--- src/rtl/mac_pkg.sv ---
// Shared definitions for the MAC accumulate stage: op encoding and default widths.
package mac_pkg;

    localparam int unsigned DEF_WIDTH     = 32;
    localparam int unsigned DEF_ACC_WIDTH = 40;

    typedef enum logic [1:0] {
        OP_MUL = 2'b00,
        OP_MAC = 2'b01,
        OP_MSU = 2'b10,
        OP_CLR = 2'b11
    } op_e;

endpackage

--- src/rtl/mac_acc_alu.sv ---
// Combinational accumulator ALU: extends the product, performs load/add/sub/clear,
// detects signed/unsigned overflow and, when MAC_SATURATE_EN is defined, saturates.
module mac_acc_alu
    import mac_pkg::*;
#(
    parameter int unsigned WIDTH     = DEF_WIDTH,
    parameter int unsigned ACC_WIDTH = DEF_ACC_WIDTH
) (
    input  logic [ACC_WIDTH-1:0] i_acc,
    input  logic [WIDTH-1:0]     i_prod,
    input  logic                 i_signed,
    input  op_e                  i_op,
    output logic [ACC_WIDTH-1:0] o_next_acc,
    output logic                 o_ovf
);

    logic [ACC_WIDTH-1:0] w_ext;
    logic [ACC_WIDTH:0]   w_sum;
    logic [ACC_WIDTH:0]   w_diff;
    logic                 w_acc_s;
    logic                 w_ext_s;
    logic                 w_sum_s;
    logic                 w_diff_s;

    assign w_ext    = i_signed ? {{(ACC_WIDTH-WIDTH){i_prod[WIDTH-1]}}, i_prod}
                               : {{(ACC_WIDTH-WIDTH){1'b0}}, i_prod};
    assign w_sum    = {1'b0, i_acc} + {1'b0, w_ext};
    assign w_diff   = {1'b0, i_acc} - {1'b0, w_ext};
    assign w_acc_s  = i_acc[ACC_WIDTH-1];
    assign w_ext_s  = w_ext[ACC_WIDTH-1];
    assign w_sum_s  = w_sum[ACC_WIDTH-1];
    assign w_diff_s = w_diff[ACC_WIDTH-1];

    // Select the op result and its overflow condition, then optionally saturate.
    always_comb begin
        o_next_acc = i_acc;
        o_ovf      = 1'b0;
        unique case (i_op)
            OP_MUL: o_next_acc = w_ext;
            OP_MAC: begin
                o_next_acc = w_sum[ACC_WIDTH-1:0];
                o_ovf      = i_signed ? ((w_acc_s == w_ext_s) && (w_sum_s != w_acc_s))
                                      : w_sum[ACC_WIDTH];
            end
            OP_MSU: begin
                o_next_acc = w_diff[ACC_WIDTH-1:0];
                o_ovf      = i_signed ? ((w_acc_s != w_ext_s) && (w_diff_s != w_acc_s))
                                      : w_diff[ACC_WIDTH];
            end
            OP_CLR: o_next_acc = '0;
        endcase
`ifdef MAC_SATURATE_EN
        // A signed overflow always pushes away from the sign of acc, so acc's sign picks the rail.
        if (o_ovf) begin
            if (i_signed)
                o_next_acc = w_acc_s ? {1'b1, {(ACC_WIDTH-1){1'b0}}}
                                     : {1'b0, {(ACC_WIDTH-1){1'b1}}};
            else
                o_next_acc = (i_op == OP_MSU) ? '0 : '1;
        end
`endif
    end

endmodule

--- src/rtl/mac_accumulate_stage.sv ---
// Two-stage MAC back end: S1 input register, S2 accumulator/output register,
// valid/ready handshake on both sides. Optional saturation via MAC_SATURATE_EN.
module mac_accumulate_stage
    import mac_pkg::*;
#(
    parameter int unsigned WIDTH     = DEF_WIDTH,
    parameter int unsigned ACC_WIDTH = DEF_ACC_WIDTH
) (
    input  logic                 clk,
    input  logic                 rst,
    input  logic                 in_valid,
    output logic                 in_ready,
    input  logic [WIDTH-1:0]     in_prod,
    input  logic                 in_signed,
    input  logic [1:0]           in_op,
    output logic                 out_valid,
    input  logic                 out_ready,
    output logic [ACC_WIDTH-1:0] out_result,
    output logic                 out_neg,
    output logic                 out_zero,
    output logic                 out_ovf
);

    logic                 r_s1_valid;
    logic [WIDTH-1:0]     r_s1_prod;
    logic                 r_s1_signed;
    op_e                  r_s1_op;
    logic                 r_out_valid;
    logic [ACC_WIDTH-1:0] r_acc;
    logic                 r_neg;
    logic                 r_zero;
    logic                 r_ovf;

    logic                 w_accept;
    logic                 w_adv;
    logic [ACC_WIDTH-1:0] w_next_acc;
    logic                 w_alu_ovf;
    logic                 w_keeps_ovf;

    assign in_ready    = !rst && (!r_s1_valid || !r_out_valid || out_ready);
    assign w_accept    = in_valid && in_ready;
    assign w_adv       = r_s1_valid && (!r_out_valid || out_ready);
    assign w_keeps_ovf = (r_s1_op == OP_MAC) || (r_s1_op == OP_MSU);

    mac_acc_alu #(
        .WIDTH     (WIDTH),
        .ACC_WIDTH (ACC_WIDTH)
    ) u_alu (
        .i_acc      (r_acc),
        .i_prod     (r_s1_prod),
        .i_signed   (r_s1_signed),
        .i_op       (r_s1_op),
        .o_next_acc (w_next_acc),
        .o_ovf      (w_alu_ovf)
    );

    // S1 input register: fills on accept, empties when its op moves into S2.
    always_ff @(posedge clk) begin
        if (rst) begin
            r_s1_valid  <= 1'b0;
            r_s1_prod   <= '0;
            r_s1_signed <= 1'b0;
            r_s1_op     <= OP_MUL;
        end else if (w_accept) begin
            r_s1_valid  <= 1'b1;
            r_s1_prod   <= in_prod;
            r_s1_signed <= in_signed;
            r_s1_op     <= op_e'(in_op);
        end else if (w_adv) begin
            r_s1_valid  <= 1'b0;
        end
    end

    // S2 accumulator doubles as the output register; it updates only when a new beat is issued.
    always_ff @(posedge clk) begin
        if (rst) begin
            r_out_valid <= 1'b0;
            r_acc       <= '0;
            r_neg       <= 1'b0;
            r_zero      <= 1'b1;
            r_ovf       <= 1'b0;
        end else if (w_adv) begin
            r_out_valid <= 1'b1;
            r_acc       <= w_next_acc;
            r_neg       <= r_s1_signed && w_next_acc[ACC_WIDTH-1];
            r_zero      <= (w_next_acc == '0);
            r_ovf       <= w_keeps_ovf ? (r_ovf || w_alu_ovf) : 1'b0;
        end else if (out_ready) begin
            r_out_valid <= 1'b0;
        end
    end

    assign out_valid  = r_out_valid;
    assign out_result = r_acc;
    assign out_neg    = r_neg;
    assign out_zero   = r_zero;
    assign out_ovf    = r_ovf;

endmodule

--- config.mk ---
export PLATFORM = sky130hd
export DESIGN_NAME = mac_accumulate_stage
export DESIGN_NICKNAME = d
export VERILOG_FILES = /design/src/rtl/mac_pkg.sv /design/src/rtl/mac_acc_alu.sv /design/src/rtl/mac_accumulate_stage.sv
export SDC_FILE = /design/constraint.sdc
export NUM_CORES = 1
export LEC_CHECK = 0
export ABC_AREA = 1
export CAP_MARGIN = 20
export CELL_PAD_IN_SITES_DETAIL_PLACEMENT = 1
export CELL_PAD_IN_SITES_GLOBAL_PLACEMENT = 2
export CORE_UTILIZATION = 28
export CTS_CLUSTER_DIAMETER = 60
export DETAILED_ROUTE_END_ITERATION = 8
export PLACE_DENSITY = 0.79
export SETUP_SLACK_MARGIN = 0.4
export SYNTH_ARGS = -nofsm -noshare
export SYNTH_HDL_FRONTEND = slang
export SYNTH_HIERARCHICAL = 1
export SYNTH_SLANG_ARGS = --single-unit
--- constraint.sdc ---
create_clock -name clk -period 2.73 [get_ports clk]
set_input_delay 0.273 -clock clk [delete_from_list [all_inputs] [get_ports clk]]
set_output_delay 0.273 -clock clk [all_outputs]
set_load 0.05 [all_outputs]
# Word level (Yosys, flattened, before mapping)
# Cells that the tools add are included.
[classes]
addsub = 2
n_eq_ne = 7
mux = 10
n_reduce_logical = 18
[op_table]
columns = ["cell", "n"]
rows = [
  ["40-bit one-hot mux with 4 select lines", 1],
  ["40-bit by 40-bit adder with 41-bit output", 1],
  ["40-bit by 40-bit subtractor with 41-bit output", 1],
  ["40-bit zero test", 1],
  ["40-bit two-way mux", 1],
  ["1-bit two-way mux", 7],
  ["1-bit logical AND", 6],
  ["1-bit logical OR", 5],
  ["2-bit == test, second input constant", 2],
  ["2-bit nonzero test", 2],
  ["1-bit zero test", 3],
  ["1-bit inequality test", 3],
  ["2-bit by 1-bit == test with 1-bit output, second input constant", 1],
  ["2-bit zero test", 1],
  ["1-bit one-hot mux with 2 select lines", 1],
  ["1-bit == test", 1],
]
[word_totals]
reg_bits = 80
word_cells = 46

# Logic depth before layout (Yosys ltp)
# Gate-level depths: netlist (run 1).
[logic_depth]
ltp_word = 8
ltp_mapped = 26
mapped_depth_nobuf = 25

# Hierarchy
# Netlist (run 1), hierarchy kept.
[by_module_without_submodules]
columns = ["mod", "instances", "cells_each", "area_each_um2", "seq_area_each_um2"]
rows = [
  ["mac_acc_alu", 1, 1418, 7031.7, 0.0],
  ["mac_accumulate_stage", 1, 384, 2900.3, 1601.5],
]

# Least setup slack after synthesis (run 1)
# Ideal clock, no wire load.
[synth_path]
path_type = "register to register"
start = "register r_acc[0] (netlist: out_result[0])"
end = "register r_zero (netlist: out_zero)"
setup_ps = 60
arrival_ps = 2804
required_ps = 2670
path_slack_ps = -133
path_stages_with_launch = 23
path_buffers = 0
period_less_slack_ps = 2863
path_cell_list = "dfxtp_1 -> inv_1 -> ha_1 -> fa_1 -> o21ai_2 -> inv_1 -> o21ai_2 -> nand2_1 -> nand2_1 -> nand2_1 -> nand2_1 -> a21oi_1 -> o21ai_0 -> nand2_1 -> nand2_1 -> nand2_1 -> nor2_1 -> nand2_1 -> nor2_1 -> nand2_1 -> nor2_1 -> nand2_1 -> nand2_1"
[synth_via]
elab_chain_len = 3
word_cells_on_any_way = 4
[synth_lines]
columns = ["item", "line", "rtl"]
rows = [
  ["start: declaration", "mac_accumulate_stage.sv:29", "logic [ACC_WIDTH-1:0] r_acc;"],
  ["start signal: assignment", "mac_accumulate_stage.sv:84", "r_acc <= w_next_acc;"],
  ["40-bit by 40-bit subtractor with 41-bit output or 40-bit by 40-bit adder with 41-bit output (tied branches)", "mac_acc_alu.sv:28, mac_acc_alu.sv:27", ""],
  ["40-bit one-hot mux with 4 select lines *", "mac_acc_alu.sv:38", "unique case (i_op)"],
  ["via w_next_acc[20]", "mac_accumulate_stage.sv:36", "logic [ACC_WIDTH-1:0] w_next_acc;"],
  ["40-bit zero test *", "mac_accumulate_stage.sv:86", "r_zero <= (w_next_acc == '0);"],
  ["end signal: assignment", "mac_accumulate_stage.sv:86", ""],
  ["end: declaration", "mac_accumulate_stage.sv:31", "logic r_zero;"],
]
# Mark *: on every way through the listed nets, which the timed path passes. The rest lies on a longest branch.
# A chain may end at the register's enable or synchronous reset.

# Worst setup path in the final report (run 1)
# Same ends and word-level chain as after synthesis.

==> results by group, run 1 <==
Critical path
  • WP data required: 3.06 ns
  • Crit-path max FO: 3
  • Crit-path leading delay family: simple AND/OR/NAND/NOR gates
  • R2R cell count: 21
  • Slowest stage cell, crit path: fa_2
  • Bufs and invs on worst path: 5
  • CP most frequent cell: nand2_1
  • CP Launch Type: flop
  • Critical path type: reg -> reg
  • WP data arrival: 3.39 ns
  • CP Cell Sequence: inv_2 -> ha_4 -> fa_2 -> o21ai_4 -> inv_4 -> o21ai_4 -> buf_6 -> nand2_2 -> nand2_2 -> buf_6 -> buf_12 -> a21oi_1 -> o21ai_0 -> a31oi_1 -> nor2_1 -> nand2_1 -> nor2_4 -> nand2_4 -> nor2_2 -> nand2_1 -> nand2_1
  • Critical R2R Capture: out_zero$_SDFFE_PP1P_
  • Crit end category: flop
  • Worst path max stage delay: 0.42 ns
  • Origin of the critical flop-to-flop path: out_result[0]$_SDFFE_PP0P_
  • Slack of the worst reg-to-reg path: -0.34 ns

STA
  • Max-slew violations: 0
  • RSZ-0062 raised after global routing: yes
  • Slew headroom: 62.69%
  • Final worst path period need: 3.066 ns
  • Fmax: 0.3262 GHz
  • Worst-Margin Slew: 0.5579 ns
  • Final worst slack: -0.3358 ns
  • Fin Clk Skew: 0.009179 ns
  • Final hold violations: 0
  • Setup violators final: 6
  • Tcrit/Tclk final: 112.3%

Cells and area
  • Final Util: 52.49%
  • Post-Layout Cell Count: 2848
  • Final Cell Area: 18220 um2
  • Most common cell after layout, fill and taps aside: buf_4
  • Most frequent cells in the layout: 510 x buf_4, 356 x nand2_1, 200 x inv_1
  • Nets: 2512
  • Area Growth Syn to Fin: 83.45%
  • Layout cell share with drive strength beyond 1: 47.34%

Logic synthesis
  • Cells after synthesis: 1802
  • Async SR Flop Fraction: 0%
  • Post-Synth Simple-Gate Area: 39.10%
  • Mux share of post-synthesis cell area: 0%
  • Syn nets: 1926
  • Top-area cell type share of the netlist area: 18.75%
  • Largest area contributor in the netlist: nand2_1
  • Ys flop type: dfxtp_1
  • Register area share after synthesis: 16.12%
  • Distinct cells, synth: 45
  • YS warnings: 6
  • Number of synthesized flops with an enable pin: 0
  • Syn_area_per_cell: 5.512 um2
  • Number of synthesized register bits: 80
  • Synth Area in Compound Gates: 20.70%
  • Synth top area cells: nand2_1 19%, dfxtp_1 16%, ha_1 10%
  • Post-Synth XOR/XNOR Area: 0.08818%
  • Largest family of logic cells by synthesized area: simple AND/OR/NAND/NOR gates
  • Area of the mapped netlist: 9932 um2
  • Synth Area in Adders: 10.86%

Drt
  • DR top layer: met4
  • 1st-pass router iterations: 5
  • Number of remaining DRC errors: 0
  • Met3 wire length: 2.627 mm
  • Routed WL: 61.65 mm
  • Metal2 WL: 28.30 mm
  • DRT met1 WL: 28.30 mm
  • Final ANT Viol Nets: 0
  • DR vias/cell: 5.118
  • DRT iter0 DRCs: 876
  • Drt wl/cell: 21.65 um
  • DR vias: 14580

Global route
  • GRT Total Usage: 33.46%
  • Initial antenna violation count: 0
  • Global route total overflow: 0
  • First-pass GRT wire length: 90.47 mm
  • Vias in the first global route: 15260
  • Largest net degree at the start of global routing: 54

Clock tree
  • H-tree levels: 3
  • Clock latency at the later pin of the worst-skew pair: 0.38 ns
  • CTS root buf: clkbuf_16
  • Total CTS buffers: 9
  • Worst-path clk slew: 0.06 ns
  • Sink Count: 80
  • Hold Buf Count CTS: 0
  • TritonCTS clock tree: yes
  • Longest Clk Path Bufs: 2

Floorplanning
  • # rows: 68
  • Initial Util: 28.61%
  • Die ar.: 36230 um2
  • DIE WIDTH: 190.3 um
  • Core Area: 34710 um2
  • Top-level I/O count: 84
  • Vert. Die Dim: 190.3 um

Placed design
  • DP Cell Count: 2743
  • Routability cong.: 1.038
  • Cell Area, Placed: 14640 um2
  • Port Buffers: 83
  • Post-DP HPWL: 48.76 mm

Run
  • Max-Cap Viols: 0

Power and ir drop
  • Pleak: 8.931 nW
  • VDD IR max: 0.0003626 V
  • Clk network pwr share: 15.2%
  • PwrDens: 415.9 nW/um2
  • Sequential power share: 17.7%
  • Internal power: 0.004078 W
  • Switching fraction of total power: 46.18%
  • Comb pwr share: 67.1%
  • Switching power total: 0.003499 W

Hold path
  • Worst Hold Launch: in_prod[9]
  • Hold Path Depth: 3
  • Hold Crit Class: in -> reg
  • Hold Path Sink: r_s1_prod[9]$_SDFFE_PP0P_

Status
  • Status: complete, but fails checks
  • Failing checks: setup timing
## stage by stage
stage          hold slack (ns)  setup TNS [ns]  total power [W]  setup WS [ns]
2_1_floorplan           0.3857               0         0.003072         0.2151
3_3_place_gp            0.4743          -4.698         0.005073        -0.7393
3_5_place_dp            0.4789          -6.022         0.005140        -0.7769
4_1_cts                 0.4387         -0.4470         0.007095        -0.2642
5_1_grt                 0.4743          -2.491         0.007937        -0.4819
6_report                0.4477         -0.8854         0.007577        -0.3358
## routing by layer
| metal | GRT usage [%] | vias to the layer above |
|---|---|---|
| met4 | 13.11 | 0 |
| li1 | - | 6947 |
| met2 | 54.34 | 359 |
| met1 | 45.12 | 7162 |
| met3 | 3.478 | 107 |
| met5 | 0 | - |
## cell usage after synthesis, types with 2 or more instances
library cell and n:
nand2_2 6, nand4_1 23, nand2_1 496, dfxtp_1 80, or2_0 2, buf_4 10
nand3_1 103, clkbuf_2 7, a21o_1 4, inv_1 240, clkbuf_1 18, a21oi_1 131
or2_2 3, a21oi_4 2, nor3_2 4, fa_1 2, nor2_2 6, a21oi_2 6
inv_2 4, nor4_1 4, nor3_1 16, ha_1 83, nand3_2 3, a31oi_1 22
o21ai_0 174, buf_6 5, o21ai_2 3, buf_2 28, o21ai_1 11, a22oi_1 3
o211ai_1 2, o21bai_1 16, nor2_1 271, or2_1 2, nor4_2 2
## flip-flops by register name, summed over array words and instances, names as in the netlist
register / cells
r_s1_op: 2
r_s1_valid: 1
out_result: 40
r_s1_signed: 1
out_ovf: 1
out_valid: 1
out_zero: 1
r_s1_prod: 32
out_neg: 1
## worst register-to-register path, stage by stage, from the launching register on
cell and delay [ns]:
dfxtp_4 0.36, inv_2 0.04, ha_4 0.16, fa_2 0.42, o21ai_4 0.19, inv_4 0.08
o21ai_4 0.20, buf_6 0.15, nand2_2 0.05, nand2_2 0.08, buf_6 0.12, buf_12 0.11
a21oi_1 0.08, o21ai_0 0.12, a31oi_1 0.15, nor2_1 0.13, nand2_1 0.11, nor2_4 0.13
nand2_4 0.09, nor2_2 0.14, nand2_1 0.07, nand2_1 0.05
## final cells by class
cell class / count / area (um2)
Sequential cell: 80 / 1680
Tap cell: 455 / 569.3
Inverter: 246 / 938.4
Timing Repair Buffer: 644 / 5316
Fill cell: 4537 / 16490
Clock inverter: 2 / 10.01
Multi-Input combinational cell: 1407 / 9464
Clock buffer: 12 / 236.5
Antenna cell: 2 / 5.005
## logic make-up after synthesis
kind of cell             Yosys count
AND/OR/NAND/NOR                  943
AO/OA/AOI/OAI                    378
buffers and inverters            315
adder cells (fa/ha/maj)           85
flip-flops                        80
XOR/XNOR                           1
## power by group through the flow
| stage | combinational [W] | sequential [W] | clock [W] |
|---|---|---|---|
| after global placement | 0.00374 | 0.00133 | 0 |
| final | 0.00509 | 0.00134 | 0.00115 |
| after floorplan | 0.00156 | 0.00151 | 0 |
| after CTS | 0.00457 | 0.00134 | 0.00118 |
| after detailed placement | 0.00380 | 0.00134 | 0 |
| after global routing | 0.00537 | 0.00135 | 0.00122 |
## what timing repair did
item | in CTS | in global routing
setup endpoints to repair | 38 | 39
gates resized for setup | 526 | 204
endpoints found under the hold margin | 0 | 0
setup buffers | 54 | 35
pin swaps | 126 | 98
## how the worst max path moves through the flow
| stage | startpoint | endpoint | slack, ns | cells after the start |
|---|---|---|---|---|
| floorplan | out_result[0]$_SDFFE_PP0P_ | out_zero$_SDFFE_PP1P_ | 0.22 | 22 |
| global placement | r_s1_prod[0]$_SDFFE_PP0P_ | out_zero$_SDFFE_PP1P_ | -0.74 | 23 |
| detailed placement | r_s1_prod[0]$_SDFFE_PP0P_ | out_zero$_SDFFE_PP1P_ | -0.78 | 23 |
| CTS | out_result[0]$_SDFFE_PP0P_ | out_zero$_SDFFE_PP1P_ | -0.26 | 22 |
| global route | out_result[0]$_SDFFE_PP0P_ | out_zero$_SDFFE_PP1P_ | -0.48 | 21 |
| finish | out_result[0]$_SDFFE_PP0P_ | out_zero$_SDFFE_PP1P_ | -0.34 | 21 |
No activity file was read; power rests on OpenSTA's default activity.
==> inputs of run 2 (changes only) <==
==> constraint.sdc (replaced) <==
create_clock -name clk -period 2.73 [get_ports clk]
set_input_delay 0.546 -clock clk [delete_from_list [all_inputs] [get_ports clk]]
set_output_delay 0.546 -clock clk [all_outputs]
set_load 0.05 [all_outputs]
==> run 2 against run 1 <==
Compared with the run above: final area is 0.93% higher; the run still ends with setup timing left; highest routed layer unchanged; first-iteration DRC count is 1.8% higher; die area stayed put; combinational power is 2% higher; critical path depth is 1 higher; global-route usage is 0.45 points higher.
==> results by group, run 2 (synthesis gave the netlist of run 1 again) <==
Clock tree
  • Hold Buf Count CTS: 0 (unchanged)
  • TritonCTS clock tree: yes (unchanged)
  • Sink Count: 80 (unchanged)
  • CTS root buf: clkbuf_16 (unchanged)
  • H-tree levels: 3 (unchanged)
  • Total CTS buffers: 9 (unchanged)
  • Worst-path clk slew: 0.08 ns (was 0.06 ns)
  • Clock latency at the later pin of the worst-skew pair: 0.39 ns (was 0.38 ns)
  • Longest Clk Path Bufs: 2 (unchanged)

Cells and area
  • Final Cell Area: 18390 um2 (was 18220 um2)
  • Diode count: 0 (was 2)
  • Area Growth Syn to Fin: 85.15% (was 83.45%)
  • Multi-input gate area: 9226 um2 (was 9464 um2)
  • Final Util: 52.97% (was 52.49%)
  • Most common cell after layout, fill and taps aside: buf_4 (unchanged)
  • Most frequent cells in the layout: 533 x buf_4, 380 x nand2_1, 205 x inv_1, 205 x nor2_1, 97 x o21ai_0 (was 510 x buf_4, 356 x nand2_1, 200 x inv_1)
  • Register area: 1690 um2 (was 1680 um2)
  • Filler instances: 4499 (was 4537)
  • Layout cell share with drive strength beyond 1: 46.11% (was 47.34%)
  • Max reg flops: 40 (unchanged)
  • Nets: 2548 (was 2512)

Floorplanning
  • # rows: 68 (unchanged)
  • Die ar.: 36230 um2 (unchanged)
  • Core Area: 34710 um2 (unchanged)
  • Vert. Die Dim: 190.3 um (unchanged)
  • Top-level I/O count: 84 (unchanged)
  • DIE WIDTH: 190.3 um (unchanged)
  • Initial Util: 28.61% (unchanged)

Placed design
  • Post-DP HPWL: 49.32 mm (was 48.76 mm)
  • Routability cong.: 1.015 (was 1.038)
  • Cell Area, Placed: 14900 um2 (was 14640 um2)
  • Port Buffers: 83 (unchanged)

Critical path
  • WP data arrival: 3.38 ns (was 3.39 ns)
  • WP data required: 3.06 ns (about the same)
  • Crit end category: flop (unchanged)
  • Crit-path max FO: 3 (unchanged)
  • Critical path type: reg -> reg (unchanged)
  • CP Launch Type: flop (unchanged)

STA
  • Final worst slack: -0.3189 ns (was -0.3358 ns)
  • Setup violators final: 13 (was 6)
  • Fin Clk Skew: 0.01624 ns (was 0.009179 ns)
  • Fmax: 0.3280 GHz (was 0.3262 GHz)
  • Max-slew violations: 0 (unchanged)
  • Final worst path period need: 3.049 ns (was 3.066 ns)
  • Final hold violations: 0 (unchanged)
  • Tcrit/Tclk final: 111.7% (was 112.3%)
  • Slew headroom: 63.13% (was 62.69%)
  • RSZ-0062 raised after global routing: yes (unchanged)
  • Worst-Margin Slew: 0.5513 ns (was 0.5579 ns)

Power and ir drop
  • PwrDens: 425.7 nW/um2 (was 415.9 nW/um2)
  • VDD IR max: 0.0003623 V (was 0.0003626 V)
  • Clk network pwr share: 16.8% (was 15.2%)
  • Internal power: 0.004236 W (was 0.004078 W)
  • Pleak: 9.083 nW (was 8.931 nW)
  • Sequential power share: 17.1% (was 17.7%)
  • Switching power total: 0.003592 W (was 0.003499 W)
  • Switching fraction of total power: 45.88% (was 46.18%)
  • Comb pwr share: 66.1% (was 67.1%)

Drt
  • Final ANT Viol Nets: 0 (unchanged)
  • Routed WL: 63.46 mm (was 61.65 mm)
  • Drt wl/cell: 22.00 um (was 21.65 um)
  • DR vias: 14780 (was 14580)
  • 1st-pass router iterations: 5 (unchanged)
  • DRT iter0 DRCs: 892 (was 876)
  • DR vias/cell: 5.125 (was 5.118)
  • Number of remaining DRC errors: 0 (unchanged)

Global route
  • First-pass GRT wire length: 90.98 mm (was 90.47 mm)
  • Initial antenna violation count: 1 (was 0)
  • Vias in the first global route: 15190 (was 15260)
  • Largest net degree at the start of global routing: 75 (was 54)
  • Global route total overflow: 0 (unchanged)
  • GRT Total Usage: 33.90% (was 33.46%)

Hold path
  • Hold Crit Class: reg -> reg (was in -> reg)

Status
  • Status: complete, but fails checks (unchanged)
  • Failing checks: setup timing (unchanged)

Run
  • Max-Cap Viols: 0 (unchanged)
## run 2: cell count changes in the layout (fill, tap and decap cells not counted), moves of 6 or more
cell     before  now
nand3_2      27   19
dfxtp_1      23   17
nand2_1     356  380
nor2_4       44   33
nand3_1      73   83
buf_4       510  533
o21ai_0     108   97
o21ai_1      48   58
nand2_2     113   89
nor2_1      182  205
buf_6        41   51
nor2_2       51   39
## run 2: power by group through the flow
stage | registers [W] | clock network, W | logic, W
4_1_cts | 0.00133 | 0.00134 | 0.00448
3_5_place_dp | 0.00134 | 0 | 0.00390
6_report | 0.00134 | 0.00131 | 0.00517
5_1_grt | 0.00135 | 0.00137 | 0.00547
2_1_floorplan | 0.00151 | 0 | 0.00156
3_3_place_gp | 0.00133 | 0 | 0.00384
## run 2: layer usage
metal  track usage (%)  up-vias  routed length, um
met5                 0        -                  0
met4             10.80        0               1827
met2             55.29      370              29320
met1             46.12     7270              29490
met3             4.085      110               2819
li1                  -     7031                  -
## run 2: worst max-delay path: stages, from the launching register on
cell	delay, ns
dfxtp_4	0.38
inv_4	0.04
ha_4	0.16
fa_2	0.42
o21ai_4	0.18
inv_2	0.09
o21ai_4	0.27
buf_12	0.15
nand2_4	0.05
nand2_4	0.07
buf_6	0.11
nand2_4	0.04
nand2_2	0.05
nand2_1	0.05
nand3_1	0.08
nand2_1	0.08
nand2_2	0.09
nand2_4	0.06
nor2_4	0.14
nand4_1	0.19
nor2_1	0.16
nand2_1	0.07
nand2_1	0.05
## run 2: final timing paths
kind,start,endpoint,slack (ns),depth (start not counted)
setup / recovery,out_result[0]$_SDFFE_PP0P_,out_zero$_SDFFE_PP1P_,-0.32,22
hold / removal,out_ovf$_SDFFE_PP0P_,out_ovf$_SDFFE_PP0P_,0.50,2
setup reg to reg,out_result[0]$_SDFFE_PP0P_,out_zero$_SDFFE_PP1P_,-0.32,22
hold reg to reg,out_ovf$_SDFFE_PP0P_,out_ovf$_SDFFE_PP0P_,0.50,2
## run 2: stage by stage
step | std cells | total power (W) | setup TNS (ns) | hold WS, ns | worst slack [ns]
floorplan | 1802 | 0.003072 | 0 | 0.4646 | 0.2151
global placement | 2770 | 0.005176 | -5.925 | 0.4756 | -0.7090
detailed placement | 2770 | 0.005232 | -6.690 | 0.4974 | -0.7101
CTS | 2830 | 0.007160 | -0.4314 | 0.5096 | -0.1820
global route | 2884 | 0.008194 | -3.909 | 0.5322 | -0.4510
finish | 2884 | 0.007828 | -1.420 | 0.5025 | -0.3189
## run 2: repair_timing
action                     CTS  global route
setup endpoints to repair   39            40
buffers inserted            44            54
gates resized for setup    362           326
pin swaps                   89           126
## run 2: area by class of cell
| type | count | share of cell area [%] |
|---|---|---|
| Multi-Input combinational cell | 1407 | 50.17 |
| Timing Repair Buffer | 680 | 30.84 |
| Sequential cell | 80 | 9.192 |
| Inverter | 246 | 5.103 |
| Tap cell | 455 | 3.096 |
| Clock buffer | 12 | 1.449 |
| Clock inverter | 4 | 0.1429 |
==> inputs of run 3 (changes only) <==
RECOVER_POWER = 50   (was not set)
==> run 3 against run 2 <==
Compared with the run above: the flow still finishes with violations (setup timing); setup slack got worse by 0.015 ns; highest routed layer unchanged; non-clock buffer count unchanged; clock-buffer cell count unchanged; critical path type unchanged; final area decreased by 0.27%; final cell count unchanged; total power decreased by 0.18%; global-route usage unchanged; hold slack got worse by 0.015 ns; first-iteration DRC count increased by 2.2%.
==> results by group, run 3 (synthesis gave the netlist of run 1 again) <==
Status
  • Status: complete, but fails checks (unchanged)
  • Failing checks: setup timing (unchanged)

Drt
  • Number of remaining DRC errors: 0 (unchanged)
  • DR vias/cell: 5.129 (was 5.125)
  • DRT iter0 DRCs: 912 (was 892)
  • 1st-pass router iterations: 5 (unchanged)
  • DR vias: 14790 (was 14780)
  • Final ANT Viol Nets: 0 (unchanged)
  • Routed WL: 63.43 mm (was 63.46 mm)
  • Drt wl/cell: 21.99 um (was 22.00 um)

Global route
  • First-pass GRT wire length: 90.98 mm (unchanged)
  • Vias in the first global route: 15190 (unchanged)
  • Global route total overflow: 0 (unchanged)
  • Initial antenna violation count: 1 (unchanged)
  • Largest net degree at the start of global routing: 75 (unchanged)
  • GRT Total Usage: 33.90% (unchanged)

STA
  • Tcrit/Tclk final: 112.2% (was 111.7%)
  • Slew headroom: 36.53% (was 63.13%)
  • Max-slew violations: 0 (unchanged)
  • Fin Clk Skew: 0.01713 ns (was 0.01624 ns)
  • Final worst path period need: 3.064 ns (was 3.049 ns)
  • RSZ-0062 raised after global routing: yes (unchanged)
  • Final worst slack: -0.3336 ns (was -0.3189 ns)
  • Final hold violations: 0 (unchanged)
  • Worst-Margin Slew: 0.9521 ns (was 0.5513 ns)
  • Fmax: 0.3264 GHz (was 0.3280 GHz)
  • Setup violators final: 14 (was 13)

Critical path
  • WP data arrival: 3.40 ns (was 3.38 ns)
  • Origin of the critical flop-to-flop path: out_result[0]$_SDFFE_PP0P_ (unchanged)
  • CP startpoint: out_result[0]$_SDFFE_PP0P_ (unchanged)
  • Critical path capture point: out_zero$_SDFFE_PP1P_ (unchanged)
  • WP data required: 3.06 ns (about the same)
  • Slack of the worst reg-to-reg path: -0.33 ns (was -0.32 ns)
  • R2R cell count: 22 (unchanged)
  • Crit end category: flop (unchanged)
  • Critical path type: reg -> reg (unchanged)
  • CP Launch Type: flop (unchanged)
  • Critical R2R Capture: out_zero$_SDFFE_PP1P_ (unchanged)
  • Crit-path max FO: 3 (unchanged)

Floorplanning
  • Initial Util: 28.61% (unchanged)
  • # rows: 68 (unchanged)
  • Vert. Die Dim: 190.3 um (unchanged)
  • Top-level I/O count: 84 (unchanged)
  • DIE WIDTH: 190.3 um (unchanged)
  • Core Area: 34710 um2 (unchanged)
  • Die ar.: 36230 um2 (unchanged)

Cells and area
  • Most common cell after layout, fill and taps aside: buf_4 (unchanged)
  • Most frequent cells in the layout: 531 x buf_4, 380 x nand2_1, 206 x nor2_1 (was 533 x buf_4, 380 x nand2_1, 205 x inv_1, 205 x nor2_1, 97 x o21ai_0)
  • Nets: 2548 (unchanged)
  • Final Util: 52.83% (was 52.97%)
  • Area Growth Syn to Fin: 84.66% (was 85.15%)
  • Post-Layout Cell Count: 2884 (unchanged)
  • Max reg flops: 40 (unchanged)
  • Diode count: 0 (unchanged)
  • Layout cell share with drive strength beyond 1: 45.94% (was 46.11%)

Power and ir drop
  • VDD IR max: 0.0003619 V (was 0.0003623 V)
  • PwrDens: 426.1 nW/um2 (was 425.7 nW/um2)
  • Pleak: 9.092 nW (was 9.083 nW)

Placed design
  • Routability cong.: 1.015 (unchanged)
  • Post-DP HPWL: 49.32 mm (unchanged)
  • Port Buffers: 83 (unchanged)
  • Pre-CTS WS: -0.7101 ns (unchanged)
  • DP Cell Count: 2770 (unchanged)

Clock tree
  • Worst-path clk slew: 0.08 ns (about the same)
  • Clock latency at the later pin of the worst-skew pair: 0.39 ns (about the same)
  • Longest Clk Path Bufs: 2 (unchanged)
  • TritonCTS clock tree: yes (unchanged)
  • CTS root buf: clkbuf_16 (unchanged)
  • Total CTS buffers: 9 (unchanged)
  • Sink Count: 80 (unchanged)
  • H-tree levels: 3 (unchanged)
  • Hold Buf Count CTS: 0 (unchanged)

Hold path
  • Hold Crit Class: reg -> reg (unchanged)

Run
  • Max-Cap Viols: 0 (unchanged)
run 3: changes by cell type in the layout (fill, tap and decap cells not counted), moves of 2 or more:
cell / change
buf_4: -2
clkbuf_1: +2
dlygate4sd3_1: +12
clkdlybuf4s50_1: -12
buf_12: -2
run 3: how the worst min path moves through the flow:
stage | end | startpoint | depth (start not counted)
floorplan | r_s1_prod[9]$_SDFFE_PP0P_ | r_s1_prod[9]$_SDFFE_PP0P_ | 2
global placement | out_ovf$_SDFFE_PP0P_ | out_ovf$_SDFFE_PP0P_ | 2
detailed placement | out_ovf$_SDFFE_PP0P_ | out_ovf$_SDFFE_PP0P_ | 2
CTS | out_valid$_SDFFE_PP0P_ | r_s1_valid$_SDFFE_PP0P_ | 2
global route | out_valid$_SDFFE_PP0P_ | r_s1_valid$_SDFFE_PP0P_ | 2
finish | out_valid$_SDFFE_PP0P_ | r_s1_valid$_SDFFE_PP0P_ | 2
run 3: timing repair:
| action | CTS | global route |
|---|---|---|
| gates cloned | 0 | 0 |
| setup endpoints to repair | 39 | 40 |
| setup buffers | 44 | 54 |
| resized for setup | 362 | 326 |
| hold endpoints to repair | 0 | 0 |
| pin swaps | 89 | 126 |
run 3: area by class of cell:
cell class / instances / area [um2]
Clock buffer: 12 / 266.5
Clock inverter: 4 / 26.28
Fill cell: 4505 / 16370
Inverter: 246 / 938.4
Multi-Input combinational cell: 1407 / 9213
Sequential cell: 80 / 1690
Tap cell: 455 / 569.3
Timing Repair Buffer: 680 / 5637
run 3: worst max-delay path, cell delays in order (launching register included):
cell and delay, ns:
dfxtp_4 0.38, inv_4 0.04, ha_4 0.16, fa_2 0.42
o21ai_4 0.18, inv_2 0.09, o21ai_4 0.27, buf_12 0.15
nand2_4 0.05, nand2_4 0.07, buf_6 0.11, nand2_4 0.04
nand2_2 0.05, nand2_1 0.05, nand3_1 0.08, nand2_1 0.09
nand2_2 0.09, nand2_4 0.06, nor2_4 0.14, nand4_1 0.19
nor2_1 0.16, nand2_1 0.07, nand2_1 0.05
run 3: power breakdown:
part           switching (W)  leakage (nW)  internal [W]
sequential         0.0000764         0.684       0.00126
clock               0.000621         0.145      0.000692
combinational        0.00289          8.26       0.00227
total                0.00359          9.09       0.00423
run 3: routing by layer:
layer  global-route usage [%]  wire [um]  part of all wire (%)  vias to the layer above
met3                    4.085       2995                   4.7                       99
met1                    46.12      29280                    46                     7290
met2                    55.29      29440                    46                      375
li1                         -          -                     -                     7028
met5                        0          0                     0                        -
met4                    10.80       1724                   2.7                        0
run 3: per-stage QoR:
| step | hold slack (ns) | instance area, um2 | total power [W] | setup TNS (ns) |
|---|---|---|---|---|
| floorplan | 0.4646 | 10010 | 0.003072 | 0 |
| CTS | 0.5096 | 16910 | 0.007160 | -0.4314 |
| finish | 0.4875 | 18340 | 0.007814 | -1.602 |
| global placement | 0.4756 | 14900 | 0.005176 | -5.925 |
| global route | 0.5179 | 18340 | 0.008181 | -4.045 |
| detailed placement | 0.4974 | 14900 | 0.005232 | -6.690 |
==> variant 1 (flow settings as in run 3) <==
The package constant `DEF_ACC_WIDTH` goes from 40 to 32.
--- a/src/rtl/mac_pkg.sv
+++ b/src/rtl/mac_pkg.sv
@@ -4,3 +4,3 @@
     localparam int unsigned DEF_WIDTH     = 32;
-    localparam int unsigned DEF_ACC_WIDTH = 40;
+    localparam int unsigned DEF_ACC_WIDTH = 32;
 
Ports: changed (resized out_result); port bits go from 84 to 76. No check against the original RTL was run, so the function may have changed too.
==> variant 1 against run 3 <==
The flow still finishes with violations (setup timing). Combinational power down 20%. Sequential share of layout area up 1.6 points. Synthesized cell count down 24%. Worst setup slack better by 0.11 ns. Sequential power down 9.7%. Total power down 15%. First-iteration DRC count down 23%. Highest routed layer unchanged. Sequential cell count down 8. Wire length down 27%. Non-clock buffer count down 247. Via count down 24%. Synthesized area down 22%. Critical endpoint unchanged. Cell area down 23%.
==> variant 1: results (changes against run 3) <==
outcome:
  outcome: "finished, violations left"  # unchanged
  violations: "setup timing"  # unchanged
setup_path:
  worstPathArrival_ns: 3.23  # was 3.40 ns
  crit_fanout: 4  # was 3
  cpPeakStageDelay_ns: 0.45  # was 0.42 ns
  crit_cells: 15  # was 22
logic_synthesis:
  synthTopCellsByArea: "nand2_1 21%, dfxtp_1 19%, ha_1 11%, nand3_1 8.4%, nor2_1 8.1%"  # was nand2_1 19%, dfxtp_1 16%, ha_1 10%, nor2_1 10%, inv_1 9.1%
  synth-seq-area-share_pct: 18.7  # was 16.1%
  synth_warnings: 6  # unchanged
  syn_nets: 1477  # was 1,926
  synth_cell_types: 42  # was 45
  synth_compound_area_share_pct: 16.3  # was 20.7%
drt:
  met3_length_mm: 2.43  # was 3.00 mm
  met1_length_mm: 19.9  # was 29.3 mm
  dr.pass1.iters: 4  # was 5
  drt-total-wl_mm: 46.0  # was 63.4 mm
  met2_length_mm: 22.1  # was 29.4 mm
sta:
  holdWs_ns: 0.494  # was 0.488 ns
  setup_ws_ns: -0.221  # was -0.334 ns
  setup_viol: 1  # was 14
  slew_headroom_pct: 31.7  # was 36.5%
cts:
  post_cts_buffers: 25  # was 44
  clock_latency_ns: 0.37  # was 0.39 ns
  ctsResizeCount: 333  # was 362
  clkTransAtPathRegs_ns: 0.06  # was 0.08 ns
power:
  clock_power_share_pct: 19.3  # was 16.8%
  p_sw_share_pct: 45.6  # was 45.9%
  p_leak_nw: 6.82  # was 9.09 nW
  power_frac_comb_pct: 62.4  # was 66.0%
  vdd_drop_max_mv: 0.274  # was 0.362 mV
grt:
  met1_usage_pct: 38.2  # was 46.1%
  grt_max_degree: 42  # was 75
  antenna_found_initial: 0  # was 1
  use_met2_pct: 48.0  # was 55.3%
worst_hold_path:
  whs_endpoint: "out_ovf"  # was out_valid
place:
  port_buffers: 75  # was 83
  gp_congestion: 0.943  # was 1.02
  dpl_cell_area_mm2: 0.0109  # was 0.0149 mm²
layout:
  nets: 1872  # was 2,548
  fillers: 3430  # was 4,505
[variant 1: stage by stage]
step           worst slack, ns  power [W]  instances   TNS, ns
6_report                -0.221    0.00663       2110    -0.221
5_1_grt                 -0.286    0.00688       2110    -0.356
4_1_cts               -0.00973    0.00578       2068  -0.00973
3_5_place_dp            -0.383    0.00398       2027    -0.705
3_3_place_gp            -0.372    0.00393       2027    -0.618
2_1_floorplan            0.400    0.00259       1369         0
[variant 1: layout make-up]
type / instances / area, µm² / share of cell area (%)
Clock inverter: 6 / 60.1 / 0.427
Clock buffer: 10 / 229 / 1.63
Timing Repair Buffer: 433 / 3690 / 26.2
Multi-Input combinational cell: 1074 / 7470 / 53.1
Sequential cell: 72 / 1520 / 10.8
Inverter: 174 / 672 / 4.78
Tap cell: 341 / 427 / 3.03
[variant 1: tightest hold or removal path, delay by kind of cell (launching register included)]
family / cells / cell delay (ns)
compound gates: 1 / 0.06
flops: 1 / 0.32
simple gates: 1 / 0.07
==> variant 2 (config.mk and constraints of run 3) <==
Made on the original files. Make the reset (`rst`) asynchronous in 2 clocked blocks.
--- a/src/rtl/mac_accumulate_stage.sv
+++ b/src/rtl/mac_accumulate_stage.sv
@@ -57,3 +57,3 @@
     // S1 input register: fills on accept, empties when its op moves into S2.
-    always_ff @(posedge clk) begin
+    always_ff @(posedge clk or posedge rst) begin
         if (rst) begin
@@ -74,3 +74,3 @@
     // S2 accumulator doubles as the output register; it updates only when a new beat is issued.
-    always_ff @(posedge clk) begin
+    always_ff @(posedge clk or posedge rst) begin
         if (rst) begin
Function: differs if rst is asserted again (counterexample within 4 cycles, from zero or initial values and one cycle with rst high); with rst held inactive, the same outputs for 4 cycles.
==> variant 2 against run 3 <==
The run still ends with setup timing left. Critical endpoint is now out_zero. Sequential share of layout area is 1.4 points higher. Global-route usage about the same. Sequential cell count is the same. Via count is 3.8% higher. Cell area rose by 5.4%. Wire length is 6.9% higher. Synthesized area up 3.6%. Worst setup slack got worse by 0.029 ns.
Power is not compared: it rests on default switching activity, and its combinational part moved more than twofold at a synthesized area within 25%.
==> variant 2: results (changes against run 3) <==
drt:
  drt-total-wl_mm: 67.8  # was 63.4 mm
  via_count: 15400  # was 14,800
  dr.pass1.iters: 5  # unchanged
  first_iter_violations: 987  # was 912
sta:
  setup_viol: 18  # was 14
  setup_ws_ns: -0.362  # was -0.334 ns
  slew_headroom_pct: 27.3  # was 36.5%
  finClkSkew_ns: 0.0120  # was 0.0171 ns
layout:
  nets: 2576  # was 2,548
  drive_gt1_share_pct: 51.0  # was 45.9%
  fillers: 4509  # was 4,505
place:
  dp_hpwl_mm: 50.7  # was 49.3 mm
  pre_cts_ws_ns: -0.753  # was -0.710 ns
  dpl_cell_area_mm2: 0.0153  # was 0.0149 mm²
  gp_congestion: 0.977  # was 1.02
logic_synthesis:
  ys.flop_type: "dfrtp_1"  # was dfxtp_1
  synth_cell_types: 47  # was 45
  async_flop_share_pct: 100  # was 0%
  synthTopCellsByCount: "614 x nand2_1, 244 x inv_1, 191 x nor2_1, 136 x nand3_1, 127 x a21oi_1"  # was 496 x nand2_1, 271 x nor2_1, 240 x inv_1, 174 x o21ai_0, 131 x a21oi_1
  synthTopCellsByArea: "nand2_1 22%, dfrtp_1 19%, ha_1 10%, inv_1 8.9%, nor2_1 7.0%"  # was nand2_1 19%, dfxtp_1 16%, ha_1 10%, nor2_1 10%, inv_1 9.1%
  synth-seq-area-share_pct: 19.5  # was 16.1%
  syn_nets: 1921  # was 1,926
outcome:
  outcome: "finished, violations left"  # unchanged
  violations: "setup timing"  # unchanged
setup_path:
  cp_slowest_cell: "dfrtp_1"  # was fa_2
  cpPeakStageDelay_ns: 0.40  # was 0.42 ns
  worstPathArrival_ns: 3.41  # was 3.40 ns
  critPathLaunch: "r_s1_prod[10]"  # was out_result[0]
  crit_family: "simple AND/OR/NAND/NOR gates"  # unchanged
grt:
  grt_max_degree: 40  # was 75
  grt_pass1_vias: 15900  # was 15,200
  antenna_found_initial: 1  # unchanged
  grt_first_pass_wirelength_mm: 95.8  # was 91.0 mm
  grt_util_all_layers_pct: 33.9  # about the same
worst_hold_path:
  min-delay-start: "out_neg"  # was r_s1_valid
power:
  vdd_drop_max_mv: 0.648
cts:
  cts_made_buffers: 9  # unchanged
  cts-root-buf: "clkbuf_16"  # unchanged
variant 2: what timing repair did:
action                     4_1_cts  5_1_grt
buffers inserted                65       51
pin swaps                      150      149
gates cloned                     0        0
setup endpoints to repair       39       40
hold buffers                     0        0
gates resized for setup        567      261
variant 2: through the flow:
step           cells  total power (W)  utilization, %  hold slack (ns)  TNS, ns
2_1_floorplan   1797          0.00853               -            0.467        0
3_3_place_gp    2786           0.0163            42.6            0.467    -4.43
3_5_place_dp    2786           0.0166            42.6            0.483    -5.84
4_1_cts         2867           0.0215            50.6            0.504   -0.500
5_1_grt         2918           0.0251            54.0            0.533    -5.34
6_report        2918           0.0240            54.0            0.501    -2.21
variant 2: final timing paths:
path / endpoint / slack (ns) / depth (start not counted)
max: out_zero / -0.36 / 20
min: out_neg / 0.50 / 2
max reg2reg: out_zero / -0.36 / 20
min reg2reg: out_neg / 0.50 / 2
max in group asynchronous: out_result[36] / 0.37 / 3
min in group asynchronous: r_s1_op[1] / 0.77 / 2
variant 2: power breakdown:
part	leakage (nW)	switching [W]	internal, W	total [W]
combinational	8.69	0.0119	0.00895	0.0208
clock	0.142	0.000620	0.000672	0.00129
sequential	0.965	0.000356	0.00156	0.00191
variant 2: cell families after synthesis:
family,count (synthesis),synth area share [%]
buffers and inverters,313,12.8
DFF,80,19.5
AOI/OAI and AO/OA,305,16.6
adders and majority gates,85,10.5
and+or+nand+nor,1013,40.6
xor gates and xnor gates,1,0.0851
variant 2: worst register-to-register path: stages, from the launching register on:
cell,delay [ns]
dfrtp_1,0.40
buf_4,0.14
buf_4,0.15
ha_4,0.16
buf_4,0.14
a21oi_4,0.15
buf_4,0.14
nand2_2,0.08
nand2_1,0.11
nand2_1,0.12
nand2_2,0.11
nand3_4,0.11
buf_4,0.15
buf_4,0.13
o21ai_1,0.18
a31oi_2,0.18
nor2_4,0.12
nand4_1,0.18
nor2_1,0.15
nand2_1,0.06
nand2_1,0.05
variant 2: area by class of cell:
class | instances | area (µm²) | share of cell area (%)
tap | 461 | 577 | 2.98
timing repair buffer | 708 | 5790 | 29.9
sequential | 80 | 2050 | 10.6
clock buffer | 11 | 253 | 1.31
inverter | 249 | 951 | 4.92
multi-input combinational | 1404 | 9680 | 50.1
clock inverter | 5 | 38.8 | 0.201
variant 2: metal layers:
metal / up-vias / routed length (µm) / part of all wire, % / global-route usage (%)
met3: 172 / 3470 / 5.1 / 4.44
met5: - / 13 / 0.019 / 0
met1: 7652 / 29400 / 43 / 43.8
met4: 2 / 2960 / 4.4 / 12.3
met2: 499 / 32000 / 47 / 57.4
li1: 7036 / - / - / -
